`src/rtl/ram_port_arbiter.sv`:
```
// Round-robin arbiter sharing one dual-port block RAM among NREQ requesters.
// One op per cycle; response (read data or write ack) returns one cycle later.
module ram_port_arbiter #(
    parameter int NREQ   = 2,
    parameter int ADDR_W = 10,
    parameter int DATA_W = 16
) (
    input  logic                   clk,
    input  logic                   rst,
    input  logic [NREQ-1:0]        req_valid,
    output logic [NREQ-1:0]        req_ready,
    input  logic [NREQ-1:0]        req_we,
    input  logic [NREQ*ADDR_W-1:0] req_addr,
    input  logic [NREQ*DATA_W-1:0] req_wdata,
    output logic [NREQ-1:0]        rsp_valid,
    output logic [DATA_W-1:0]      rsp_rdata,
    output logic                   ram_wren,
    output logic [ADDR_W-1:0]      ram_wraddr,
    output logic [DATA_W-1:0]      ram_di,
    output logic                   ram_rden,
    output logic [ADDR_W-1:0]      ram_rdaddr,
    input  logic [DATA_W-1:0]      ram_do
);

    localparam int PW = (NREQ > 1) ? $clog2(NREQ) : 1;
    localparam logic [PW-1:0] LAST = PW'(NREQ - 1);

    logic [PW-1:0]     r_rr_ptr;
    logic [PW-1:0]     r_rsp_id;
    logic              r_rsp_pend;
    logic              r_rsp_is_rd;

    logic              w_found;
    logic              w_xfer;
    logic [PW-1:0]     w_win;
    logic [PW-1:0]     w_scan;
    logic [PW-1:0]     w_next_ptr;
    logic              w_win_we;
    logic [ADDR_W-1:0] w_win_addr;
    logic [DATA_W-1:0] w_win_data;

    // Scan from the priority pointer, wrapping by explicit compare.
    always_comb begin
        w_found = 1'b0;
        w_win   = '0;
        w_scan  = r_rr_ptr;
        for (int k = 0; k < NREQ; k++) begin
            if (!w_found && req_valid[w_scan]) begin
                w_found = 1'b1;
                w_win   = w_scan;
            end
            w_scan = (w_scan == LAST) ? '0 : w_scan + 1'b1;
        end
    end

    assign w_xfer     = w_found & ~rst;
    assign w_win_we   = req_we[w_win];
    assign w_win_addr = req_addr[w_win*ADDR_W +: ADDR_W];
    assign w_win_data = req_wdata[w_win*DATA_W +: DATA_W];
    assign w_next_ptr = (w_win == LAST) ? '0 : w_win + 1'b1;

    always_comb begin
        req_ready  = '0;
        ram_wren   = 1'b0;
        ram_wraddr = '0;
        ram_di     = '0;
        ram_rden   = 1'b0;
        ram_rdaddr = '0;
        if (w_xfer) begin
            req_ready[w_win] = 1'b1;
            if (w_win_we) begin
                ram_wren   = 1'b1;
                ram_wraddr = w_win_addr;
                ram_di     = w_win_data;
            end else begin
                ram_rden   = 1'b1;
                ram_rdaddr = w_win_addr;
            end
        end
    end

    always_ff @(posedge clk) begin
        if (rst) begin
            r_rr_ptr    <= '0;
            r_rsp_id    <= '0;
            r_rsp_pend  <= 1'b0;
            r_rsp_is_rd <= 1'b0;
        end else begin
            r_rsp_pend <= w_xfer;
            if (w_xfer) begin
                r_rr_ptr    <= w_next_ptr;
                r_rsp_id    <= w_win;
                r_rsp_is_rd <= ~w_win_we;
            end
        end
    end

    // Responses owed across a reset are dropped, hence the rst gate.
    always_comb begin
        rsp_valid = '0;
        rsp_rdata = '0;
        if (r_rsp_pend && !rst) begin
            rsp_valid[r_rsp_id] = 1'b1;
            if (r_rsp_is_rd) rsp_rdata = ram_do;
        end
    end

endmodule

```
`config.mk`:
```
export PLATFORM = sky130hd
export DESIGN_NAME = ram_port_arbiter
export DESIGN_NICKNAME = d
export VERILOG_FILES = /design/src/rtl/ram_port_arbiter.sv
export SDC_FILE = /design/constraint.sdc
export NUM_CORES = 1
export LEC_CHECK = 0
export CAP_MARGIN = 20
export CORE_ASPECT_RATIO = 1.75
export CORE_MARGIN = 4
export CORE_UTILIZATION = 29
export CTS_CLUSTER_DIAMETER = 40
export DETAILED_ROUTE_END_ITERATION = 7
export GPL_ROUTABILITY_DRIVEN = 0
export PLACE_DENSITY = 0.87
export SETUP_SLACK_MARGIN = 0.15
export SLEW_MARGIN = 0
export SYNTH_ARGS = -nofsm -noshare
export SYNTH_HDL_FRONTEND = slang
export SYNTH_SLANG_ARGS = --single-unit
```
`constraint.sdc`:
```
create_clock -name clk -period 3.6 [get_ports clk]
set_input_delay 0.36 -clock clk [delete_from_list [all_inputs] [get_ports clk]]
set_output_delay 0.36 -clock clk [all_outputs]
set_load 0.02 [all_outputs]
```
==> flow_metrics.py <==
metrics = {
    "outcome": {
        "status": "completed",
    },
    "synth": {
        "synth_seq_area_share_pct": 7.215,
        "synth_area_um2": 1110,
        "yosysWarnings": 0,
        "synth_top_cell_area_share_pct": 30.44,
        "synthTopCellsByArea": "a211oi_2 (30%), nand3_1 (12%), o21ai_0 (11%)",
        "yosys.area.top_type": "a211oi_2",
        "avgSynthCellArea_um2": 7.254,
        "ys_seq_elements": 4,
        "synthCells": 153,
        "synth_cell_types": 27,
        "synth_fp_nets": 227,
    },
    "clock_tree": {
        "htreeDepth": 1,
        "cts_made_buffers": 3,
        "cts_tree": "done",
        "root_buffer": "clkbuf_8",
        "clock-sinks": 4,
        "cts_setup_buffers": 0,
        "cts_buffer_depth": 2,
        "clkSlewWorstSetupHoldPaths_ps": 30,
        "postCtsHoldBufs": 0,
        "cts_resized": 0,
        "clk_latency_ps": 210,
    },
    "grt": {
        "grt_start_max_net_pins": 29,
        "grt_pass1_vias": 1549,
        "grt_usage_pct": 20.52,
        "grt_pass1_wl_um": 7762,
        "globalRoute.totalOverflow": 0,
        "antenna_found_initial": 0,
    },
    "floorplanning": {
        "die_y_um": 89.84,
        "start_util_pct": 30.28,
        "ioPinCount": 132,
        "die-area_um2": 4920,
        "die_w_um": 54.77,
        "row_count": 29,
        "core_um2": 3665,
    },
    "placement": {
        "dp_hpwl_um": 4124,
        "numPortBuffers": 131,
        "post_dp_cell_area_um2": 2402,
        "pre_cts_slack_ps": 555.9,
    },
    "power": {
        "leakagePower_nw": 0.7978,
        "peakVddDrop_mv": 0.2436,
        "pwr-share-seq_pct": 12.1,
        "switching_share_pct": 37.29,
        "p_per_area_nw_per_um2": 171.1,
        "p_int_mw": 0.2623,
        "clkPwrFrac_pct": 22.2,
        "comb_power_share_pct": 65.7,
        "switchingPower_mw": 0.1559,
    },
    "setup_path": {
        "crit_type": "input pin to output pin",
        "cp_top_family": "buffers and inverters",
        "critPathBufInv": 4,
        "regToRegSetupSlack_ps": 1990,
        "cp.arrival_ps": 2710,
        "crit_path_start_kind": "input pin",
        "required_ps": 3240,
        "cp-end-kind": "output pin",
        "critPathSlowestCell": "clkdlybuf4s50_1",
        "cp_cell_sequence": "clkdlybuf4s50_1, buf_4, inv_2, o32a_1, a211oi_1, clkdlybuf4s50_1",
        "critPathMaxFanout": 18,
        "cpPeakStageDelay_ps": 650,
        "crit_top_cell": "clkdlybuf4s50_1",
    },
    "final_layout": {
        "syn2layout_area_growth_pct": 120.2,
        "multiInputGateArea_um2": 898.4,
        "drive_gt1_share_pct": 14.29,
        "n_fill_cell": 346,
        "stdcell_area_um2": 2444,
        "nets": 349,
        "seq_area_um2": 80.08,
        "antenna_cells": 0,
    },
    "route": {
        "firstDrtPassIters": 4,
        "drc": 0,
        "wire_per_inst_um": 16.61,
        "vias_per_cell": 5.150,
        "drtIter0Drc": 35,
        "num_vias": 1643,
        "wl_um": 5300,
        "detail-route-antenna-nets": 0,
    },
    "timing": {
        "hold_slack_ps": 472.3,
        "maxSlewHeadroom_pct": 57.60,
        "post-route-period-util_pct": 85.16,
        "hold_viol_final": 0,
        "drv_slew": 0,
        "finalSetupViolCount": 0,
        "skew_ps": 0.06638,
        "rsz0062_at_grt": "no",
        "clock.fmax_mhz": 326.2,
        "setup_slack_ps": 534.2,
        "post-route-min-period_ps": 3066,
        "tightest_slew_ps": 635.2,
        "setup-tns-final_ps": 0,
    },
    "min_path": {
        "min_path_type": "flop to flop",
    },
    "flow_run": {
        "cap_violations": 0,
    },
}
## cells in the final DEF (no fill, tap or decap), drive strengths merged
cell,synthesis,routed
a211oi,37,37
a21bo,1,1
a21oi,1,1
and2,16,16
and3b,2,2
buf,15,8
clkbuf,6,3
clkdlybuf4s50,0,130
dfxtp,4,4
inv,2,2
nand2,2,2
nand2b,2,2
nand3,26,26
nor2,7,7
nor2b,1,1
nor3b,1,1
o21ai,26,26
o22a,1,1
o22ai,1,1
o32a,1,1
or2b,1,1
## cell usage after synthesis (all sizes together)
library cell   n
a21oi          1
a21bo          1
nor3b          1
clkbuf         6
nand2          2
nand3         26
nor2b          1
and3b          2
inv            2
buf           15
nand2b         2
a211oi        37
o21ai         26
dfxtp          4
or2b           1
nor2           7
and2          16
o32a           1
o22ai          1
o22a           1
## routing by layer
metal | vias up | routed length (um) | global-route usage, %
met1 | 750 | 2048 | 24.80
met3 | 8 | 362 | 2.815
li1 | 818 | - | -
met2 | 67 | 2798 | 35.47
met4 | 0 | 91 | 5.821
met5 | - | 0 | 0
## registers in the layout, summed over array words and instances, names as in the netlist
register and flops:
r_rr_ptr 1, r_rsp_id 1, r_rsp_is_rd 1, r_rsp_pend 1
## layout make-up
type | count | share of cell area, %
sequential | 4 | 3.277
inverter | 2 | 0.3072
multi-input combinational | 126 | 36.76
tap | 46 | 2.355
clock buffer | 3 | 1.690
timing repair buffer | 138 | 55.61
## worst register-to-register path, delay by kind of cell (launching register included)
family                 cells  cell delay [ps]
AOI/OAI and AO/OA          2              750
DFF                        1              330
buffers and inverters      1              270
and+or+nand+nor            1              110
## final timing paths
check | startpoint | endpoint | cells past startpoint
hold / removal | r_rsp_is_rd | r_rsp_is_rd | 2
hold reg to reg | r_rsp_is_rd | r_rsp_is_rd | 2
setup reg to reg | r_rr_ptr | r_rsp_is_rd | 4
setup / recovery | req_valid[1] | ram_rdaddr[9] | 6
## power by group through the flow
| stage | logic [mW] | registers (mW) | clock network (mW) |
|---|---|---|---|
| global placement | 0.273 | 0.0511 | 0 |
| CTS | 0.276 | 0.0506 | 0.0956 |
| floorplan | 0.137 | 0.0506 | 0 |
| global route | 0.293 | 0.0512 | 0.0991 |
| finish | 0.275 | 0.0506 | 0.0929 |
| detailed placement | 0.274 | 0.0512 | 0 |
## stage by stage
stage	utilization, %	total power [mW]	cells
5_1_grt	66.68	0.4438	319
4_1_cts	66.68	0.4222	319
3_5_place_dp	65.55	0.3256	316
2_1_floorplan	-	0.1879	153
6_report	66.68	0.4182	319
3_3_place_gp	65.55	0.3238	316
## logic make-up (layout without fill, tap and decap cells)
family | count (synthesis) | count (layout) | share of synthesized area (%)
buf+inv | 23 | 143 | 11.84
compound gates | 68 | 68 | 52.54
simple gates | 58 | 58 | 28.41
flops | 4 | 4 | 7.216
No activity file was read; power rests on OpenSTA's default activity.
